===== config.mk =====
export PLATFORM = sky130hd
export DESIGN_NAME = pong_paddle_input_flat
export DESIGN_NICKNAME = d
export VERILOG_FILES = /design/src/rtl/pong_paddle_input_pkg.sv /design/src/rtl/pong_paddle_input_if.sv /design/src/rtl/pong_btn_debounce.sv /design/src/rtl/pong_paddle_input.sv /design/src/flat_wrapper.sv
export SDC_FILE = /design/constraint.sdc
export NUM_CORES = 1
export LEC_CHECK = 0
export CORE_MARGIN = 2
export CORE_UTILIZATION = 30
export DETAILED_ROUTE_END_ITERATION = 16
export PLACE_DENSITY = 0.52
export SYNTH_ARGS = -nofsm -noshare
export SYNTH_HDL_FRONTEND = slang
export SYNTH_SLANG_ARGS = --single-unit

===== constraint.sdc =====
create_clock -name clk -period 6.8 [get_ports clk]
set_clock_uncertainty 0.15 [all_clocks]
set_input_delay 1.02 -clock clk [delete_from_list [all_inputs] [get_ports clk]]
set_output_delay 1.02 -clock clk [all_outputs]
set_load 0.1 [all_outputs]

===== src/rtl/pong_paddle_input_pkg.sv =====
`default_nettype none
// ============================================================================
//  Module      : pong_pkg
//  Description : Shared types and constants for the paddle input stage.
//  Revision    : 1.0 - initial release
// ============================================================================
package pong_pkg;

   // Debounce channel states; level output is high in PRESSED and RELEASE_WAIT
   typedef enum logic [1:0] {
      IDLE         = 2'd0,
      PRESS_WAIT   = 2'd1,
      PRESSED      = 2'd2,
      RELEASE_WAIT = 2'd3
   } btn_state_t;

   // 10 ms of stability at a 100 MHz system clock
   localparam int DEBOUNCE_DEFAULT = 1_000_000;

endpackage
`default_nettype wire


===== src/rtl/pong_paddle_input_if.sv =====
`default_nettype none
// ============================================================================
//  Module      : pong_paddle_input_if
//  Description : Raw paddle buttons in, debounced levels and hit pulses out.
//  Revision    : 1.0 - initial release
// ============================================================================
interface pong_paddle_input_if;

   logic b1;
   logic b2;
   logic b1_level;
   logic b2_level;
   logic b1_hit;
   logic b2_hit;

   // Side that owns the raw buttons and consumes the conditioned outputs
   modport master (
      output b1,
      output b2,
      input  b1_level,
      input  b2_level,
      input  b1_hit,
      input  b2_hit
   );

   // Conditioning stage itself
   modport slave (
      input  b1,
      input  b2,
      output b1_level,
      output b2_level,
      output b1_hit,
      output b2_hit
   );

endinterface
`default_nettype wire


===== src/rtl/pong_btn_debounce.sv =====
`default_nettype none
// ============================================================================
//  Module      : pong_btn_debounce
//  Description : One button channel: 2-flop synchroniser, 4-state debounce
//                FSM with stability counter, registered level and hit pulse.
//  Revision    : 1.0 - initial release
// ============================================================================
module pong_btn_debounce
   import pong_pkg::*;
#(
   parameter int DEBOUNCE_CYCLES = DEBOUNCE_DEFAULT,
   parameter int CNT_W           = $clog2(DEBOUNCE_CYCLES)
) (
   input  logic clk,
   input  logic reset,
   input  logic btn,
   output logic level,
   output logic hit
);

   // Terminal count: the FSM leaves a wait state here, so cnt never wraps
   localparam logic [CNT_W-1:0] CNT_LAST = CNT_W'(DEBOUNCE_CYCLES - 1);

   logic             sync_meta_q, sync_meta_d;
   logic             sync_q, sync_d;
   btn_state_t       state_q, state_d;
   logic [CNT_W-1:0] cnt_q, cnt_d;
   logic             level_q, level_d;
   logic             hit_q, hit_d;

   // State register: synchroniser, FSM, counter and both outputs
   always_ff @(posedge clk or posedge reset) begin
      if (reset) begin
         sync_meta_q <= 1'b0;
         sync_q      <= 1'b0;
         state_q     <= IDLE;
         cnt_q       <= '0;
         level_q     <= 1'b0;
         hit_q       <= 1'b0;
      end else begin
         sync_meta_q <= sync_meta_d;
         sync_q      <= sync_d;
         state_q     <= state_d;
         cnt_q       <= cnt_d;
         level_q     <= level_d;
         hit_q       <= hit_d;
      end
   end

   // Next-state logic; hit fires only on the PRESS_WAIT -> PRESSED edge
   always_comb begin
      sync_meta_d = btn;
      sync_d      = sync_meta_q;
      state_d     = state_q;
      cnt_d       = cnt_q;
      hit_d       = 1'b0;

      case (state_q)
         IDLE: begin
            if (sync_q) begin
               state_d = PRESS_WAIT;
               cnt_d   = '0;
            end
         end
         PRESS_WAIT: begin
            if (!sync_q) begin
               state_d = IDLE;
            end else if (cnt_q == CNT_LAST) begin
               state_d = PRESSED;
               hit_d   = 1'b1;
            end else begin
               cnt_d = cnt_q + 1'b1;
            end
         end
         PRESSED: begin
            if (!sync_q) begin
               state_d = RELEASE_WAIT;
               cnt_d   = '0;
            end
         end
         RELEASE_WAIT: begin
            // Returning high is release bounce: back to PRESSED, no new hit
            if (sync_q) begin
               state_d = PRESSED;
            end else if (cnt_q == CNT_LAST) begin
               state_d = IDLE;
            end else begin
               cnt_d = cnt_q + 1'b1;
            end
         end
         default: begin
            state_d = IDLE;
            cnt_d   = '0;
         end
      endcase

      // Level follows the state being entered so it is registered with it
      level_d = (state_d == PRESSED) || (state_d == RELEASE_WAIT);
   end

   assign level = level_q;
   assign hit   = hit_q;

endmodule
`default_nettype wire


===== src/rtl/pong_paddle_input.sv =====
`default_nettype none
// ============================================================================
//  Module      : pong_paddle_input
//  Description : Two independent debounced paddle buttons for the ping-pong
//                game controller. No arbitration between channels.
//  Revision    : 1.0 - initial release
// ============================================================================
module pong_paddle_input
   import pong_pkg::*;
#(
   parameter int DEBOUNCE_CYCLES = DEBOUNCE_DEFAULT,
   parameter int CNT_W           = $clog2(DEBOUNCE_CYCLES)
) (
   input  logic                clk,
   input  logic                reset,
   pong_paddle_input_if.slave  bus
);

   pong_btn_debounce #(
      .DEBOUNCE_CYCLES (DEBOUNCE_CYCLES),
      .CNT_W           (CNT_W)
   ) u_btn1 (
      .clk   (clk),
      .reset (reset),
      .btn   (bus.b1),
      .level (bus.b1_level),
      .hit   (bus.b1_hit)
   );

   pong_btn_debounce #(
      .DEBOUNCE_CYCLES (DEBOUNCE_CYCLES),
      .CNT_W           (CNT_W)
   ) u_btn2 (
      .clk   (clk),
      .reset (reset),
      .btn   (bus.b2),
      .level (bus.b2_level),
      .hit   (bus.b2_hit)
   );

endmodule
`default_nettype wire


===== src/flat_wrapper.sv =====
// flat-port wrapper written by rule: the top's interface ports become plain ports
module pong_paddle_input_flat import pong_pkg::*;
#(
   parameter int DEBOUNCE_CYCLES = DEBOUNCE_DEFAULT,
   parameter int CNT_W           = $clog2(DEBOUNCE_CYCLES)
)
  (clk, reset, bus_b1, bus_b2, bus_b1_level, bus_b2_level, bus_b1_hit, bus_b2_hit);
  pong_paddle_input_if bus_i ();
  input  logic clk;
  input  logic reset;
  input wire logic [$bits(bus_i.b1)-1:0] bus_b1;
  input wire logic [$bits(bus_i.b2)-1:0] bus_b2;
  output wire logic [$bits(bus_i.b1_level)-1:0] bus_b1_level;
  output wire logic [$bits(bus_i.b2_level)-1:0] bus_b2_level;
  output wire logic [$bits(bus_i.b1_hit)-1:0] bus_b1_hit;
  output wire logic [$bits(bus_i.b2_hit)-1:0] bus_b2_hit;
  assign bus_i.b1 = bus_b1;
  assign bus_i.b2 = bus_b2;
  assign bus_b1_level = bus_i.b1_level;
  assign bus_b2_level = bus_i.b2_level;
  assign bus_b1_hit = bus_i.b1_hit;
  assign bus_b2_hit = bus_i.b2_hit;
  pong_paddle_input #(.DEBOUNCE_CYCLES(DEBOUNCE_CYCLES), .CNT_W(CNT_W)) u_core (.clk(clk), .reset(reset), .bus(bus_i));
endmodule

==> impl_metrics.yaml, run 1 <==
run_status:
  run_status: "finished clean"
setup_path:
  worstPathArrival_ns: 1.76
  critPathBufInv: 1
  cp_slowest_cell: "clkdlybuf4s50_1"
  critPathKind: "register to output pin"
  critPathTopFamily: "buffers and inverters"
  required_ns: 5.63
  worstPathCellList: "clkdlybuf4s50_1"
  crit_fanout: 1
  cp.depth: 1
  rr_worst_depth: 6
  start_kind: "register"
  critPathMaxStageDelay_ns: 1.12
  endpoint_kind: "output pin"
yosys:
  postSynthCellCount: 291
  synth_area_leader_cell: "dfrtp_1"
  synth_area_leaders: "dfrtp_1, nand2_1, nand3_1"
  netlist_area_sq_mm: 0.002726
  synth.ff_latch_count: 52
  synth_nets: 297
  ys_types: 49
  seq_area_frac_synth_pct: 47.73
  yosys_warnings: 0
  synth_top_area_share_pct: 47.73
  syn_area_per_cell_sq_um: 9.369
sta:
  period_needed_ns: 2.934
  tns_ns: 0
  slew_violations: 0
  worst_pin_slew_ns: 1.141
  slew_headroom_pct: 23.37
  hold_violations: 0
  holdWs_ns: 0.2074
  rsz0062_at_grt: "false"
  period_share_pct: 43.14
  finalSetupViolCount: 0
  max_clock_freq_mhz: 340.9
route:
  detail-route-antenna-nets: 0
  drc: 0
  routed.top_layer: "met4"
  met2_wirelength_microns: 2645
  m1WireLength_microns: 2916
  wl_per_cell_microns: 14.43
  via_per_inst: 5.412
  drtIter0Drc: 120
  vias: 2181
  met3WireLength_microns: 184
  drt_pass1_iterations: 7
  drt_wl_total_microns: 5814
cells_and_area:
  diodes: 0
  layoutNonFillerInstCount: 403
  ff_latch_area_sq_mm: 0.001301
  design_area_sq_mm: 0.002995
  area_growth_pct: 9.867
  multi_input_area_sq_mm: 0.001346
  final_nets: 301
  nFillCells: 913
  drive_gt1_share_pct: 7.797
clocking:
  numCtsBuffers: 5
  cts_sinks: 52
  worst_skew_pair.late_latency_ns: 0.30
  root_buffer: "clkbuf_8"
  post_cts_buffers: 0
  cts_hold_buf: 0
  cts_max_level: 2
  cts_resized: 0
  clockBufferDepth: 2
  clk_pin_slew_ns: 0.10
  tritoncts: "done"
floorplan:
  start_util_pct: 31.11
  fp.dieW_microns: 99.33
  pin_count: 8
  die_area_sq_mm: 0.009866
  fp-row-count: 34
  core_sq_mm: 0.008763
  fp.dieH_microns: 99.33
pwr:
  vdd_drop_max_mv: 0.07422
  power_w: 0.0005599
  power_leakage_nw: 1.230
  p_per_area_mw_per_mm2: 186.9
global_routing:
  antenna_found_initial: 0
  first_global_vias: 2170
  grt_use_total_pct: 13.08
  grt_max_degree: 53
  grt_pass1_wl_microns: 10570
  grt-ovfl-total: 0
placement:
  dp.cells: 396
  dp_hpwl_microns: 3820
  post_dp_cell_area_sq_mm: 0.002904
  numPortBuffers: 7
  gp_congestion: 0.7425
worst_hold_path:
  whs_path_depth: 0
  hold_path.class: "register to register"
job:
  maxCapViolCount: 0
metal layers:
layer  GRT usage, %  vias to the layer above
met5              0                        -
met4          4.004                        0
met3          2.319                        5
met2          20.95                       37
met1          18.10                     1058
li1               -                     1081
cells by family (layout without fill, tap and decap cells):
family	count (synthesis)	after routing	synth area share, %
AOI/OAI and AO/OA	60	60	14.73
muxes	8	8	3.166
buffers and inverters	20	24	2.891
DFF	52	52	47.73
xor gates and xnor gates	8	8	2.570
adders and majority gates	2	2	0.9177
and+or+nand+nor	141	141	27.99
flip-flops by register name (all words and copies together) (netlist names):
register and count:
u_core.u_btn1.cnt_q 20, u_core.u_btn2.cnt_q 20, u_core.u_btn1.state_q 2, u_core.u_btn2.state_q 2, u_core.u_btn1.hit 1, u_core.u_btn1.level 1
u_core.u_btn1.sync_d 1, u_core.u_btn1.sync_q 1, u_core.u_btn2.hit 1, u_core.u_btn2.level 1, u_core.u_btn2.sync_d 1, u_core.u_btn2.sync_q 1
report_power, final:
group | total [W] | internal (W) | switching, W
Sequential | 0.000338 | 0.000320 | 0.0000176
Clock | 0.000183 | 0.0000814 | 0.000102
Combinational | 0.0000389 | 0.0000156 | 0.0000233
Total | 0.000560 | 0.000417 | 0.000143
worst paths after layout:
path / startpoint / end / slack [ns]
hold reg to reg: u_core.u_btn1.sync_d$_DFF_PP0_ / u_core.u_btn1.sync_q$_DFF_PP0_ / 0.21
max in group asynchronous: reset / u_core.u_btn1.cnt_q[14]$_DFFE_PP0P_ / 5.00
setup / recovery: u_core.u_btn2.level$_DFF_PP0_ / bus_b2_level / 3.87
setup reg to reg: u_core.u_btn2.cnt_q[7]$_DFFE_PP0P_ / u_core.u_btn2.cnt_q[12]$_DFFE_PP0P_ / 4.12
hold / removal: u_core.u_btn1.sync_d$_DFF_PP0_ / u_core.u_btn1.sync_q$_DFF_PP0_ / 0.21
min in group asynchronous: reset / u_core.u_btn2.cnt_q[18]$_DFFE_PP0P_ / 1.06
cell usage in the layout, fill, tap and decap left out, drive strengths merged, types with 5 or more instances in the layout:
master and count:
a21o 5, or4 8, a21oi 6, nor3 11, xnor2 6, and4 6
mux2 5, nor2 18, inv 7, clkdlybuf4s50 7, o21ai 22, dfrtp 52
nand2 35, nand3 26, clkbuf 6, a31oi 7, nand4 7
cells in the mapped netlist, drive strengths merged:
master  count
nor3       11
a21oi       6
and4        6
o31ai       4
nor3b       2
o41ai       3
nor2       18
nor2b       1
nand2b      2
or4b        3
xor2        2
a31oi       7
inv         7
a41o        1
and3b       1
nand3      26
ha          2
nor4b       1
o31a        2
nor4        4
a31o        1
or3         3
o21ai      22
mux2i       3
o311ai      1
mux2        5
a22o        4
o21bai      1
o211ai      1
and3        3
a21o        5
dfrtp      52
o21a        1
nand4       7
buf         1
or4         8
nor4bb      2
and2        4
xnor2       6
nand2      35
nand4b      2
or2         2
clkbuf     12
a21boi      1
through the flow:
| stage | worst slack, ns | utilization, % |
|---|---|---|
| floorplan | 4.372 | - |
| CTS | 3.846 | 34.18 |
| detailed placement | 4.163 | 33.14 |
| global route | 3.815 | 34.18 |
| global placement | 4.179 | 33.14 |
| finish | 3.866 | 34.18 |
area by class of cell:
type	instances	share of cell area, %
multi-input cells	219	44.95
inverters	7	0.9607
repair buffers	10	3.091
clock buffers	6	2.757
well taps	108	4.511
flip-flops and latches	52	43.44
clock inverters	1	0.2924
No activity file was read; power rests on OpenSTA's default activity.
==> run 2, diff against run 1 <==
Clock period 6.8 ns to 2.8 ns, I/O delays scaled along.
==> run 2 against run 1 <==
Against the previous run:
- total power increased to 2.6 times the previous value
- sequential share of layout area decreased by 0.78 points
- hold slack worse by 0.0021 ns
- sequential power rose by 140%
- core utilization up 0.63 points
- non-clock buffer count increased by 6
- critical endpoint is now u_core.u_btn2.cnt_q[0]$_DFFE_PP0P_
==> impl_metrics.yaml, run 2 (same netlist as run 1, synthesis figures left out) <==
clocking:
  tritoncts: "done"
  numCtsBuffers: 5
  cts_resized: 0
  worst_skew_pair.late_latency_ns: 0.31
  cts_max_level: 2
  clk_pin_slew_ns: 0.10
  root_buffer: "clkbuf_8"
  cts_sinks: 52
  post_cts_buffers: 0
  clockBufferDepth: 2
  cts_hold_buf: 0
floorplan:
  start_util_pct: 31.11
  fp.dieW_microns: 99.33
  fp-row-count: 34
  pin_count: 8
  core_sq_mm: 0.008763
  fp.dieH_microns: 99.33
  die_area_sq_mm: 0.009866
route:
  drt_wl_total_microns: 5826
  drtIter0Drc: 133
  via_per_inst: 5.298
  drc: 0
  wl_per_cell_microns: 14.21
  vias: 2172
  detail-route-antenna-nets: 0
  drt_pass1_iterations: 4
setup_path:
  endpoint_kind: "register"
  crit_fanout: 10
  worstPathCellList: "or4b_1, or4_4, o31ai_4, inv_4, nand2_1, o21ai_0"
  regToRegSetupSlack_ns: 0.19
  critPathMaxStageDelay_ns: 0.57
  rr_worst_depth: 6
  worstPathArrival_ns: 2.65
  cp_slowest_cell: "or4_4"
  required_ns: 2.84
  timing.rr.end: "u_core.u_btn2.cnt_q[0]$_DFFE_PP0P_"
  critPathTopFamily: "simple AND/OR/NAND/NOR gates"
  rr_startpoint: "u_core.u_btn2.cnt_q[7]$_DFFE_PP0P_"
  critPathKind: "register to register"
  start_kind: "register"
  critPathBufInv: 1
placement:
  pre_cts_ws_ns: 0.2275
  dp_hpwl_microns: 3950
  numPortBuffers: 7
  gp_congestion: 0.7774
  post_dp_cell_area_sq_mm: 0.002939
worst_hold_path:
  worstHoldStart: "u_core.u_btn1.sync_d$_DFF_PP0_"
  hold_path.class: "register to register"
  whs_path_depth: 0
  hold_end: "u_core.u_btn1.sync_q$_DFF_PP0_"
job:
  maxCapViolCount: 0
cells_and_area:
  area_growth_pct: 11.89
  drive_gt1_share_pct: 10.93
  largestRegisters: "u_core.u_btn1.cnt_q: 20 flops, u_core.u_btn2.cnt_q: 20 flops"
  nFillCells: 885
  design_area_sq_mm: 0.003050
  diodes: 0
  mostFrequentLayoutCell: "dfrtp_1"
  final_nets: 307
  mostFrequentLayoutCells: "dfrtp_1, nand2_1, nand3_1"
global_routing:
  first_global_vias: 2108
  grt-ovfl-total: 0
  grt_max_degree: 53
  grt_use_total_pct: 12.75
  grt_pass1_wl_microns: 10340
  antenna_found_initial: 0
sta:
  max_clock_freq_mhz: 383.3
  finalSetupViolCount: 0
  slew_headroom_pct: 54.59
  period_needed_ns: 2.609
  rsz0062_at_grt: "false"
  hold_violations: 0
  period_share_pct: 93.18
  tns_ns: 0
  worst_pin_slew_ns: 0.6812
  slew_violations: 0
  fin_ws_ns: 0.1910
  holdWs_ns: 0.2053
pwr:
  power_w: 0.001450
  switching_power_w: 0.0003595
  power.share.clock_pct: 36.5
  power_frac_comb_pct: 7.4
  p_sw_share_pct: 24.78
  vdd_drop_max_mv: 0.2136
  p_seq_share_pct: 56.1
  p_per_area_mw_per_mm2: 475.5
  p_int_w: 0.001091
  power_leakage_nw: 1.277
run_status:
  run_status: "finished clean"
run 2: how the worst max path moves through the flow:
stage	startpoint	to	slack (ns)	cells after the start
after global placement	u_core.u_btn2.cnt_q[7]$_DFFE_PP0P_	u_core.u_btn2.cnt_q[14]$_DFFE_PP0P_	0.27	6
after detailed placement	u_core.u_btn2.cnt_q[7]$_DFFE_PP0P_	u_core.u_btn2.cnt_q[0]$_DFFE_PP0P_	0.23	6
after CTS	u_core.u_btn2.cnt_q[7]$_DFFE_PP0P_	u_core.u_btn2.cnt_q[0]$_DFFE_PP0P_	0.20	6
after floorplan	u_core.u_btn2.cnt_q[12]$_DFFE_PP0P_	u_core.u_btn2.cnt_q[14]$_DFFE_PP0P_	0.40	7
after global routing	u_core.u_btn2.cnt_q[7]$_DFFE_PP0P_	u_core.u_btn2.cnt_q[0]$_DFFE_PP0P_	0.08	6
final	u_core.u_btn2.cnt_q[7]$_DFFE_PP0P_	u_core.u_btn2.cnt_q[0]$_DFFE_PP0P_	0.19	6
run 2: metrics by stage:
stage | utilization (%) | cells
after CTS | 34.81 | 410
final | 34.81 | 410
after floorplan | - | 291
after detailed placement | 33.54 | 402
after global routing | 34.81 | 410
after global placement | 33.54 | 402
run 2: area by class of cell:
type                    instances  area (sq um)  share of cell area, %
clock buffers                   6         72.57                  2.379
multi-input cells             219          1346                  44.13
flip-flops and latches         52          1301                  42.66
well taps                     108         135.1                  4.430
inverters                       7         28.78                 0.9434
repair buffers                 16         127.6                  4.184
clock inverters                 2         38.79                  1.272
run 2: worst reg2reg max path, delay by kind of cell, from the launching register on:
kind,cells,cell delay [ns]
and+or+nand+nor,3,1.27
buffers and inverters,1,0.12
DFF,1,0.45
AOI/OAI and AO/OA,2,0.50
run 2: layer usage:
layer | global-route usage [%] | wire, microns | up-vias
met5 | 0 | 0 | -
met4 | 4.215 | 85 | 0
met3 | 2.108 | 126 | 6
met2 | 19.75 | 2651 | 27
met1 | 18.19 | 2963 | 1046
li1 | - | - | 1093
run 2: power groups by stage:
stage / combinational, W / clock [W] / sequential (W)
4_1_cts: 0.000111 / 0.000547 / 0.000813
3_3_place_gp: 0.000111 / 0 / 0.000828
3_5_place_dp: 0.000110 / 0 / 0.000828
5_1_grt: 0.000126 / 0.000588 / 0.000820
2_1_floorplan: 0.0000777 / 0 / 0.000819
6_report: 0.000107 / 0.000529 / 0.000814
==> run 3, diff against run 2 <==
Settings changed: HOLD_SLACK_MARGIN set to 0.05.
==> results of run 3 <==
The final DEF is identical to that of run 2; final timing and power are the same.
